**config.mk**
```make
export PLATFORM = sky130hd
export DESIGN_NAME = pipe_ctrl
export DESIGN_NICKNAME = d
export VERILOG_FILES = /design/src/rtl/pipe_ctrl_pkg.sv /design/src/rtl/pipe_ctrl_stats.sv /design/src/rtl/pipe_ctrl.sv
export SDC_FILE = /design/constraint.sdc
export NUM_CORES = 1
export LEC_CHECK = 0
export CAP_MARGIN = 20
export CELL_PAD_IN_SITES_DETAIL_PLACEMENT = 0
export CELL_PAD_IN_SITES_GLOBAL_PLACEMENT = 1
export CORE_MARGIN = 5
export CORE_UTILIZATION = 38
export CTS_CLUSTER_SIZE = 12
export DETAILED_ROUTE_END_ITERATION = 8
export DONT_BUFFER_PORTS = 1
export PLACE_DENSITY_LB_ADDON = 0.1
export SKIP_LAST_GASP = 1
export SYNTH_ARGS = -nofsm -noshare
export SYNTH_HDL_FRONTEND = slang
export SYNTH_SLANG_ARGS = --single-unit
```
**constraint.sdc**
```tcl
create_clock -name clk -period 3.4 [get_ports clk]
set_input_delay 1.02 -clock clk [delete_from_list [all_inputs] [get_ports clk]]
set_output_delay 1.02 -clock clk [all_outputs]
set_load 0.01 [all_outputs]
```
**src/rtl/pipe_ctrl_pkg.sv**
```systemverilog
// Shared types and constants for the pipelined block-cipher controller.
package pipe_ctrl_pkg;

  typedef enum logic {
    ST_INIT = 1'b0,
    ST_RUN  = 1'b1
  } state_e;

  localparam logic [3:0] EMPTY_ID     = 4'hF;
  localparam logic [3:0] MAX_ID       = 4'd4;
  localparam logic [3:0] DEF_RND_INIT = 4'd1;
  localparam logic [3:0] DEF_LAST_RND = 4'd10;

  function automatic logic is_live_id(input logic [3:0] id);
    return (id != 4'd0) && (id <= MAX_ID);
  endfunction

endpackage

```
**src/rtl/pipe_ctrl_stats.sv**
```systemverilog
// Saturating block / stall statistics counters, synchronously cleared while the controller is in INIT.
module pipe_ctrl_stats #(
  parameter int unsigned CNT_W = 16
) (
  input  logic             clk,
  input  logic             rst_n,
  input  logic             clr,
  input  logic             blk_inc,
  input  logic             stall_inc,
  output logic [CNT_W-1:0] blk_cnt,
  output logic [CNT_W-1:0] stall_cnt
);

  always_ff @(posedge clk or negedge rst_n) begin
    if (!rst_n) begin
      blk_cnt   <= '0;
      stall_cnt <= '0;
    end else if (clr) begin
      blk_cnt   <= '0;
      stall_cnt <= '0;
    end else begin
      if (blk_inc && (blk_cnt != '1))
        blk_cnt <= blk_cnt + 1'b1;
      if (stall_inc && (stall_cnt != '1))
        stall_cnt <= stall_cnt + 1'b1;
    end
  end

endmodule

```
**src/rtl/pipe_ctrl.sv**
```systemverilog
// Slot/round controller for a 4-deep round-recirculating cipher datapath.
// Optional statistics counters are built when PIPE_CTRL_STATS_EN is defined.
module pipe_ctrl
  import pipe_ctrl_pkg::*;
#(
  parameter logic [3:0]  RND_INIT = DEF_RND_INIT,
  parameter logic [3:0]  LAST_RND = DEF_LAST_RND,
  parameter int unsigned CNT_W    = 16
) (
  input  logic             clk,
  input  logic             rst_n,
  input  logic             flush,
  input  logic             in_valid,
  output logic             in_ready,
  output logic             out_valid,
  output logic [3:0]       out_id,
  output logic             busy,
  input  logic             track_avlbl,
  input  logic             cmplt_sts,
  input  logic [3:0]       cur_mc2ark3_val,
  input  logic [3:0]       cur_mc2ark4_val,
  input  logic [3:0]       cur_ark2sb4_val,
  output logic             compute,
  output logic             do_load,
  output logic             init,
  output logic             add_track,
  output logic             sub_track,
  output logic [3:0]       rnd,
  output logic [CNT_W-1:0] blk_cnt,
  output logic [CNT_W-1:0] stall_cnt
);

  state_e state_q, state_d;
  logic   rsv_valid_q, rsv_valid_d;
  logic   done, slot_free;
  logic   unused_taps;

  assign unused_taps = ^cur_ark2sb4_val;
  assign rnd         = RND_INIT;

  always_ff @(posedge clk or negedge rst_n) begin
    if (!rst_n) begin
      state_q     <= ST_INIT;
      rsv_valid_q <= 1'b0;
    end else begin
      state_q     <= state_d;
      rsv_valid_q <= rsv_valid_d;
    end
  end

  always_comb begin
    state_d     = state_q;
    rsv_valid_d = rsv_valid_q;
    init        = 1'b0;
    compute     = 1'b0;
    add_track   = 1'b0;
    sub_track   = 1'b0;
    do_load     = 1'b0;
    in_ready    = 1'b0;
    out_valid   = 1'b0;
    out_id      = '0;
    done        = 1'b0;
    slot_free   = 1'b0;
    unique case (state_q)
      ST_INIT: begin
        init        = 1'b1;
        rsv_valid_d = 1'b0;
        state_d     = ST_RUN;
      end
      ST_RUN: begin
        compute   = 1'b1;
        done      = is_live_id(cur_mc2ark4_val) && (cur_mc2ark3_val == LAST_RND);
        slot_free = (cur_mc2ark4_val == EMPTY_ID) || done;
        if (flush) begin
          state_d     = ST_INIT;
          rsv_valid_d = 1'b0;
        end else begin
          sub_track = done;
          out_valid = done;
          out_id    = done ? cur_mc2ark4_val : '0;
          add_track = in_valid && !rsv_valid_q && track_avlbl && !done;
          do_load   = in_valid && rsv_valid_q && slot_free;
          in_ready  = do_load;
          if (add_track)
            rsv_valid_d = 1'b1;
          else if (do_load)
            rsv_valid_d = 1'b0;
        end
      end
      default: state_d = ST_INIT;
    endcase
  end

  // Gated by RUN so busy reads 0 while held in reset/INIT regardless of the datapath status.
  assign busy = (state_q == ST_RUN) && (rsv_valid_q || !cmplt_sts);

`ifdef PIPE_CTRL_STATS_EN
  logic stats_clr, stall_inc;

  assign stats_clr = (state_q == ST_INIT);
  assign stall_inc = (state_q == ST_RUN) && in_valid && !in_ready;

  pipe_ctrl_stats #(
    .CNT_W(CNT_W)
  ) u_stats (
    .clk      (clk),
    .rst_n    (rst_n),
    .clr      (stats_clr),
    .blk_inc  (out_valid),
    .stall_inc(stall_inc),
    .blk_cnt  (blk_cnt),
    .stall_cnt(stall_cnt)
  );
`else
  assign blk_cnt   = '0;
  assign stall_cnt = '0;
`endif

  a_load_add_excl: assert property (@(posedge clk) disable iff (!rst_n)
    !(do_load && add_track));
  a_out_id_qual: assert property (@(posedge clk) disable iff (!rst_n)
    out_valid == (out_id != 4'd0));

endmodule

```
* After elaboration in Yosys (flattened, before gate mapping) *
Index checks and enable logic that the tools add are counted.

storage, ports and cells
  output and inout port bits = 48
  bits of input ports = 18
  logic and storage cells = 38
  bits in latches = 0
  memories = 0
  bits in registers = 2
  bits in writable memories = 0
  ROM bits = 0

operators by class
  shift operators = 0
  $lt $le $gt $ge = 1
  $mul = 0
  equality and inequality tests = 3
  bitwise operators = 1
  reduce and logical (&&, ||, !) cells = 14
  mux-type cells = 17
  div/mod/pow operators = 0
  add/sub/neg operators = 0

operator list
  operator                                                count
  2-to-1 mux 1 bit                                        12
  2-to-1 mux 4 bit                                        3
  equality test 4 bit (second input constant)             2
  logical AND 1 bit                                       8
  <= comparator 4 x 3 -> 1 bit (second input constant)    1
  inequality test 4 x 2 -> 1 bit (second input constant)  1
  case mux 1 bit (2 select lines)                         2
  nonzero test 4 bit                                      1
  zero test 1 bit                                         3
  logical OR 1 bit                                        2
  NOT 1 bit                                               1

* Longest topological paths before layout *
Gate-level depths: netlist (run 1).

  word-level depth = 9
  gate-level depth with buffers = 4
  mapped depth without buffers = 3

* Worst setup path after synthesis (run 1) *
Ideal clock, no wire load.

  path kind = input-to-output
  from = in cur_mc2ark4_val[3]
  to = out in_ready
  path slack = 0.494 ns
  data required time = 2.380 ns
  stages on the path = 4
  buffers on the path = 1
  arrival = 1.886 ns
  cell sequence = nor4b_2 and4b_4 o211a_1 buf_4

between the ends
  longest elaborated chain between the ends = 7
  elaborated cells between the ends (all ways) = 9
  those cells by class = order compare: 1; eq/ne: 1; mux: 2; reduce/logical: 5

RTL lines
  what                                                                RTL line             source
  start, declared                                                     pipe_ctrl.sv:21      input logic [3:0] cur_mc2ark4_val,
  <= comparator 4 x 3 -> 1 bit or nonzero test 4 bit (tied branches)  pipe_ctrl_pkg.sv:15  return (id != 4'd0) && (id <= MAX_ID);
  logical AND 1 bit                                                   pipe_ctrl_pkg.sv:15
  logical AND 1 bit                                                   pipe_ctrl.sv:72      done = is_live_id(cur_mc2ark4_val) && (cur_mc2ark3_val == LAST_RND);
  logical OR 1 bit *                                                  pipe_ctrl.sv:73      slot_free = (cur_mc2ark4_val == EMPTY_ID) || done;
  logical AND 1 bit *                                                 pipe_ctrl.sv:82      do_load = in_valid && rsv_valid_q && slot_free;
  2-to-1 mux 1 bit * (2 in series)                                    --
  end, declared                                                       pipe_ctrl.sv:14      output logic in_ready,

Mark *: on every way between the ends. The rest lies on a longest branch, timed or not.

* Worst setup path after layout (run 1) *
Same ends and word-level chain as after synthesis.

==> impl_metrics.env, run 1 <==
export IMPL_setup_viol=0
export IMPL_route_antenna_remaining_nets=0
export IMPL_hold_class="in -> async"
export IMPL_cts_inserted_buffers=3
export IMPL_viasPerCell=3.72
export IMPL_cts_buffer_depth=2
export IMPL_ctsResizeCount=0
export IMPL_path_delay_family="simple AND/OR/NAND/NOR gates"
export IMPL_pin_count=66
export IMPL_cts_root_buffer="clkbuf_4"
export IMPL_nFillCells=154
export IMPL_power_leakage_nw=0.243
export IMPL_cp_max_fo=7
export IMPL_track_usage_pct=6.83
export IMPL_dieWidth_um=46.7
export IMPL_final_setup_tns_ns=0
export IMPL_clock_latency_ns=0.23
export IMPL_finalWeightedCongestion=0.655
export IMPL_dp_hpwl_um=758
export IMPL_antenna_cells=0
export IMPL_p_per_area_mw_per_mm2=283
export IMPL_rsz0062_at_grt="false"
export IMPL_finalHoldViolCount=0
export IMPL_layout_nets=84
export IMPL_crit_type="in -> out"
export IMPL_grt_pass1_wl_um=1000
export IMPL_cts_setup_buffers=0
export IMPL_required_ns=2.38
export IMPL_drtIter0Drc=5
export IMPL_period_share_pct=84.1
export IMPL_wire_per_inst_um=10.8
export IMPL_synth_warnings=0
export IMPL_maxCapViolCount=0
export IMPL_worstPathCellList="nor4b_2 -> and4b_4 -> o211a_1"
export IMPL_cp_slowest_cell="and4b_4"
export IMPL_area_growth_pct=-23.5
export IMPL_drc_errors=0
export IMPL_cts_tree="built"
export IMPL_via_count=294
export IMPL_seq_area_um2=50.0
export IMPL_max_stage_delay_ns=0.30
export IMPL_dieHeight_um=46.7
export IMPL_ys_seq_area_share_pct=9.78
export IMPL_clkTransAtPathRegs_ns=0.03
export IMPL_io_buffer_count=0
export IMPL_ys_seq_elements=2
export IMPL_fmax_mhz=350
export IMPL_endpoint_kind="output port"
export IMPL_htree_levels=1
export IMPL_status="completed"
export IMPL_postRouteWirelength_um=856
export IMPL_first_global_vias=246
export IMPL_maxSlewViolCount=0
export IMPL_gr_total_overflow=0
export IMPL_dieArea_mm2=0.00218
export IMPL_clock_sinks=2
export IMPL_antenna_found_initial=0
export IMPL_grt_max_degree=8
export IMPL_synth_cell_type_count=19
export IMPL_min_period_ns=2.86
export IMPL_power_mw=0.111
export IMPL_syn_cell_area_um2=512
export IMPL_coreArea_mm2=0.00128
export IMPL_syn_inst=65
export IMPL_ir_worst_vdd_v=0.000131
export IMPL_finClkSkew_ns=0.00818
export IMPL_path_buf_inv=0
export IMPL_startpoint_type="input port"
export IMPL_arrival_ns=1.84
export IMPL_start_util_pct=39.8
export IMPL_drive_gt1_share_pct=15.6
export IMPL_multiInputGateArea_um2=293
export IMPL_rows=13
export IMPL_holdBufCountCts=0
export IMPL_first_pass_iters=4
export IMPL_synth_avg_cell_area_um2=7.87
[cells in the final DEF, fill, tap and decap left out]
cell,instances
nand2_1,2
o211a_1,1
dfrtp_1,2
and4b_4,1
conb_1,37
and4_2,1
nor4b_2,1
nand4_1,1
o21ai_0,1
a21oi_1,1
clkbuf_4,3
o22ai_1,1
and3b_1,3
and2_2,1
nor2b_1,1
inv_1,2
nor3_1,1
and3_2,3
a22oi_1,1
[flip-flops by register name (all words and copies together), names as in the netlist]
name and cells:
rsv_valid_q 1, state_q 1
[cell type report]
type | instances | share of cell area (%)
clock buffers | 3 | 5.75
inverters | 2 | 1.92
flip-flops and latches | 2 | 12.8
well taps | 15 | 4.79
multi-input cells | 57 | 74.8
[cells by family after synthesis]
logic type / count (synthesis) / synth area share, %
simple gates: 15 / 23.5
buf+inv: 41 / 58.7
other cells: 2 / 1.47
compound gates: 5 / 6.60
flops: 2 / 9.78
[final timing paths]
path                                to          startpoint  slack [ns]  cells past startpoint
min                        rsv_valid_q               rst_n        0.49                      0
min reg2reg                    state_q             state_q        0.54                      1
max reg2reg                rsv_valid_q             state_q        2.27                      3
max                           in_ready  cur_mc2ark4_val[3]        0.54                      3
max in group asynchronous      state_q               rst_n        2.84                      0
min in group clk               state_q             state_q        0.54                      1
[layer usage]
layer | global-route usage, % | share of wire [%] | vias up
li1 | - | - | 137
met2 | 9.34 | 51 | 32
met1 | 7.09 | 26 | 125
met3 | 5.08 | 23 | 0
met4 | 4.97 | 0 | 0
met5 | 0 | 0 | -
[cells in the mapped netlist]
master	n	share of area, %
inv_1	2	1.5
nand4_1	1	1.2
and4b_4	1	2.7
nor4b_2	1	2.9
a21oi_1	1	0.98
o22ai_1	1	1.2
and3b_1	3	5.1
a22oi_1	1	1.5
and3_2	3	4.4
and2_2	1	1.5
nor2b_1	1	1.2
nand2_1	2	1.5
and4_2	1	2.0
conb_1	2	1.5
o21ai_0	1	0.98
nor3_1	1	0.98
buf_4	39	57
o211a_1	1	2.0
dfrtp_1	2	9.8
[worst reg2reg max path: stages (launching register included)]
cell and delay, ns:
dfrtp_1 0.43, nor2b_1 0.35, a22oi_1 0.15, o22ai_1 0.14
[per-stage QoR]
step	hold WS [ns]	utilization, %	cell area [um^2]	setup WS (ns)	cells
floorplan	0.509	-	643	0.494	100
global placement	0.549	28.7	369	0.518	76
detailed placement	0.554	28.7	369	0.527	76
CTS	0.478	30.5	392	0.528	79
global route	0.468	30.5	392	0.436	79
finish	0.488	30.5	392	0.541	79
[report_power, final]
part | switching [mW] | internal, mW
combinational | 0.0247 | 0.00498
sequential | 0.00217 | 0.0258
clock | 0.0140 | 0.0390
(Power assumes the default switching activity.)
==> run 2, diff against run 1 <==
Settings changed: CORE_UTILIZATION 38 to 35.
Clock period 3.4 ns to 2.8 ns, I/O delays scaled along.
==> run 2 against run 1 <==
Against the previous run:
- sequential power up 21%
- first-iteration DRC count is 60% higher
- critical path type unchanged
- largest power group unchanged
- highest routed layer unchanged
- wire length decreased by 3.7%
- global-route usage down 1.3 points
- critical endpoint is now do_load
==> impl_metrics.env, run 2 (synthesis results as in run 1) <==
export IMPL_hold_class="in -> async"
export IMPL_pin_count=66
export IMPL_swShare_pct=36.5
export IMPL_htree_levels=1
export IMPL_r2r_cells=3
export IMPL_arrival_ns=1.66
export IMPL_first_global_vias=240
export IMPL_track_usage_pct=5.54
export IMPL_antenna_found_initial=0
export IMPL_ctsResizeCount=0
export IMPL_power_leakage_nw=0.243
export IMPL_required_ns=1.96
export IMPL_gr_total_overflow=0
export IMPL_maxCapViolCount=0
export IMPL_layout_commonest_cell="conb_1"
export IMPL_via_count=309
export IMPL_dieWidth_um=48.2
export IMPL_reg_top3="rsv_valid_q (1), state_q (1)"
export IMPL_cp_max_fo=7
export IMPL_switching_power_mw=0.0487
export IMPL_period_share_pct=89.3
export IMPL_endpoint_kind="output port"
export IMPL_route_antenna_remaining_nets=0
export IMPL_cts_tree="built"
export IMPL_holdBufCountCts=0
export IMPL_grt_pass1_wl_um=862
export IMPL_first_pass_iters=4
export IMPL_final_cell_mix="conb_1 (37), and3_2 (3), and3b_1 (3), clkbuf_4 (3)"
export IMPL_io_buffer_count=0
export IMPL_cts_buffer_depth=2
export IMPL_p_comb_share_pct=27.4
export IMPL_min_period_ns=2.50
export IMPL_cp_startpoint="cur_mc2ark4_val[3]"
export IMPL_final_setup_tns_ns=0
export IMPL_cts_setup_buffers=0
export IMPL_wire_per_inst_um=10.4
export IMPL_finalHoldViolCount=0
export IMPL_finClkSkew_ns=0.00121
export IMPL_intPower_mw=0.0846
export IMPL_dieArea_mm2=0.00233
export IMPL_fin_area_um2=392
export IMPL_power_frac_seq_pct=25.5
export IMPL_rr_endpoint="rsv_valid_q"
export IMPL_place_area_um2=369
export IMPL_crit_type="in -> out"
export IMPL_dp_hpwl_um=742
export IMPL_fmax_mhz=400
export IMPL_startpoint_type="input port"
export IMPL_clock_sinks=2
export IMPL_reg2reg_slack_ns=1.62
export IMPL_area_growth_pct=-23.5
export IMPL_postRouteWirelength_um=824
export IMPL_clkPwrFrac_pct=47.1
export IMPL_regToRegStartpoint="state_q"
export IMPL_start_util_pct=38.4
export IMPL_drtIter0Drc=8
export IMPL_finalWeightedCongestion=0.647
export IMPL_grt_max_degree=8
export IMPL_setup_viol=0
export IMPL_viasPerCell=3.91
export IMPL_status="completed"
export IMPL_coreArea_mm2=0.00133
export IMPL_maxSlewViolCount=0
export IMPL_cts_inserted_buffers=3
export IMPL_nFillCells=151
export IMPL_antenna_cells=0
export IMPL_clkTransAtPathRegs_ns=0.03
export IMPL_dieHeight_um=48.2
export IMPL_cts_root_buffer="clkbuf_4"
export IMPL_drc_errors=0
export IMPL_clock_latency_ns=0.22
export IMPL_layout_nets=84
export IMPL_rows=13
export IMPL_rsz0062_at_grt="false"
export IMPL_p_per_area_mw_per_mm2=340
export IMPL_drive_gt1_share_pct=15.6
export IMPL_crit_end="do_load"
export IMPL_ir_worst_vdd_v=0.0000884
[run 2: cell counts in the layout (fill, tap and decap cells not counted)]
No cell type changed its count.
[run 2: through the flow]
| step | util, % | instances | total power, mW | setup WS (ns) | hold WS [ns] |
|---|---|---|---|---|---|
| floorplan | - | 100 | 0.105 | 0.254 | 0.509 |
| global placement | 27.7 | 76 | 0.0695 | 0.280 | 0.544 |
| detailed placement | 27.7 | 76 | 0.0693 | 0.295 | 0.544 |
| CTS | 29.4 | 79 | 0.137 | 0.290 | 0.303 |
| global route | 29.4 | 79 | 0.147 | 0.236 | 0.293 |
| finish | 29.4 | 79 | 0.133 | 0.301 | 0.315 |
[run 2: power by group through the flow]
stage | sequential [mW] | combinational [mW] | clock, mW
2_1_floorplan | 0.0338 | 0.0717 | 0
3_3_place_gp | 0.0345 | 0.0350 | 0
3_5_place_dp | 0.0345 | 0.0348 | 0
4_1_cts | 0.0342 | 0.0349 | 0.0684
5_1_grt | 0.0346 | 0.0416 | 0.0711
6_report | 0.0340 | 0.0365 | 0.0628
[run 2: worst min path at each step]
stage          slack, ns    start          end
3_5_place_dp        0.54    rst_n      state_q
4_1_cts             0.30    rst_n  rsv_valid_q
3_3_place_gp        0.54    rst_n      state_q
2_1_floorplan       0.51  state_q      state_q
5_1_grt             0.29    rst_n  rsv_valid_q
6_report            0.32    rst_n  rsv_valid_q
[run 2: cell type report]
class | instances | area, um^2 | share of cell area [%]
clock buffer | 3 | 22.5 | 5.75
inverter | 2 | 7.51 | 1.92
multi-input combinational | 57 | 293 | 74.8
sequential | 2 | 50.0 | 12.8
tap | 15 | 18.8 | 4.79
[run 2: per-layer routing]
| metal | up-vias | wire (um) | GRT usage, % |
|---|---|---|---|
| met3 | 0 | 195 | 3.69 |
| met1 | 138 | 225 | 5.49 |
| met4 | 0 | 0 | 3.23 |
| li1 | 137 | - | - |
| met5 | - | 0 | 0 |
| met2 | 34 | 403 | 8.59 |
[run 2: worst max-delay path: stages]
cell and delay (ns):
nor4b_2 0.24, and4b_4 0.30, o211a_1 0.27
==> run 3, diff against run 2 <==
Settings changed: PLACE_DENSITY set to 0.75, PLACE_DENSITY_LB_ADDON 0.1 to unset.
==> run 3 against run 2 <==
Against the previous run:
- non-clock buffer count stayed put
- largest cell class unchanged
- clock power is 3% lower
- via count is 0.32% lower
- design area stayed put
- power is 1.4% lower
==> impl_metrics.env, run 3 (synthesis results as in run 1) <==
export IMPL_status="completed"
export IMPL_wire_per_inst_um=10.4
export IMPL_clkTransAtPathRegs_ns=0.03
export IMPL_drtIter0Drc=3
export IMPL_clkPwrFrac_pct=46.4
export IMPL_cts_root_buffer="clkbuf_4"
export IMPL_drc_errors=0
export IMPL_htree_levels=1
export IMPL_final_setup_tns_ns=0
export IMPL_fmax_mhz=398
export IMPL_finalHoldViolCount=0
export IMPL_setup_viol=0
export IMPL_io_buffer_count=0
export IMPL_pin_count=66
export IMPL_final_cell_mix="conb_1 (37), and3_2 (3), and3b_1 (3), clkbuf_4 (3)"
export IMPL_rsz0062_at_grt="false"
export IMPL_cts_inserted_buffers=3
export IMPL_ir_worst_vdd_v=0.0000928
export IMPL_finalWeightedCongestion=0.559
export IMPL_antenna_cells=0
export IMPL_final_util_pct=29.4
export IMPL_min_period_ns=2.52
export IMPL_nFillCells=153
export IMPL_holdBufCountCts=0
export IMPL_first_global_vias=235
export IMPL_postRouteWirelength_um=824
export IMPL_dieArea_mm2=0.00233
export IMPL_p_per_area_mw_per_mm2=336
export IMPL_grt_pass1_wl_um=807
export IMPL_arrival_ns=1.68
export IMPL_coreArea_mm2=0.00133
export IMPL_period_share_pct=89.8
export IMPL_rows=13
export IMPL_worst_slack_ns=0.285
export IMPL_grt_max_degree=8
export IMPL_required_ns=1.96
export IMPL_finalHoldWorstSlack_ns=0.319
export IMPL_layout_commonest_cell="conb_1"
export IMPL_swShare_pct=35.7
export IMPL_gr_total_overflow=0
export IMPL_area_growth_pct=-23.5
export IMPL_start_util_pct=38.4
export IMPL_ctsResizeCount=0
export IMPL_viasPerCell=3.90
export IMPL_layout_nets=84
export IMPL_power_mw=0.131
export IMPL_clock_sinks=2
export IMPL_cts_setup_buffers=0
export IMPL_antenna_found_initial=0
export IMPL_crit_type="in -> out"
export IMPL_clock_latency_ns=0.22
export IMPL_p_comb_share_pct=27.7
export IMPL_track_usage_pct=4.93
export IMPL_maxSlewViolCount=0
export IMPL_dp_worst_setup_slack_ns=0.270
export IMPL_route_antenna_remaining_nets=0
export IMPL_via_count=308
export IMPL_cts_tree="built"
export IMPL_finClkSkew_ns=0.00127
export IMPL_endpoint_kind="output port"
export IMPL_hold_class="in -> async"
export IMPL_power_frac_seq_pct=25.9
export IMPL_dp_hpwl_um=752
export IMPL_cp_max_fo=7
export IMPL_power_leakage_nw=0.243
export IMPL_startpoint_type="input port"
export IMPL_first_pass_iters=3
export IMPL_dieHeight_um=48.2
export IMPL_cts_buffer_depth=2
export IMPL_switching_power_mw=0.0470
export IMPL_dieWidth_um=48.2
export IMPL_drive_gt1_share_pct=15.6
export IMPL_maxCapViolCount=0
export IMPL_intPower_mw=0.0845
export IMPL_reg_top3="rsv_valid_q (1), state_q (1)"
==> run 3: cell counts in the layout (fill, tap and decap cells not counted) <==
Identical to the previous run, type by type.
==> run 3: final cells by class <==
cell class,instances,area [um^2],area share [%]
Multi-Input combinational cell,57,293,74.8
Sequential cell,2,50.0,12.8
Clock buffer,3,22.5,5.75
Tap cell,15,18.8,4.79
Inverter,2,7.51,1.92
==> run 3: worst paths after layout <==
kind	from	end	slack, ns	cells after the start
hold / removal	rst_n	state_q	0.32	0
setup reg to reg	state_q	rsv_valid_q	1.63	3
hold reg to reg	state_q	state_q	0.56	1
min in group clk	state_q	state_q	0.56	1
setup / recovery	cur_mc2ark4_val[3]	do_load	0.28	3
max in group asynchronous	rst_n	rsv_valid_q	2.41	0
==> run 3: metrics by stage <==
step	cells	instance area, um^2
final	79	392
after global routing	79	392
after detailed placement	76	369
after global placement	76	369
after floorplan	100	643
after CTS	79	392
==> run 3: power groups by stage <==
| stage | clock network, mW | logic, mW | registers, mW |
|---|---|---|---|
| 2_1_floorplan | 0 | 0.0717 | 0.0338 |
| 3_3_place_gp | 0 | 0.0344 | 0.0344 |
| 3_5_place_dp | 0 | 0.0347 | 0.0344 |
| 4_1_cts | 0.0641 | 0.0347 | 0.0341 |
| 5_1_grt | 0.0680 | 0.0412 | 0.0347 |
| 6_report | 0.0610 | 0.0364 | 0.0341 |
==> run 3: per-layer routing <==
layer  GRT usage (%)  part of all wire, %  up-vias
li1                -                    -      138
met1            5.01                   27      138
met2            8.85                   52       32
met3            2.21                   21        0
met4            1.61                    0        0
met5               0                    0        -
==> run 3: worst max-delay path, stage by stage <==
cell and delay [ns]:
nor4b_2 0.25, and4b_4 0.30, o211a_1 0.28
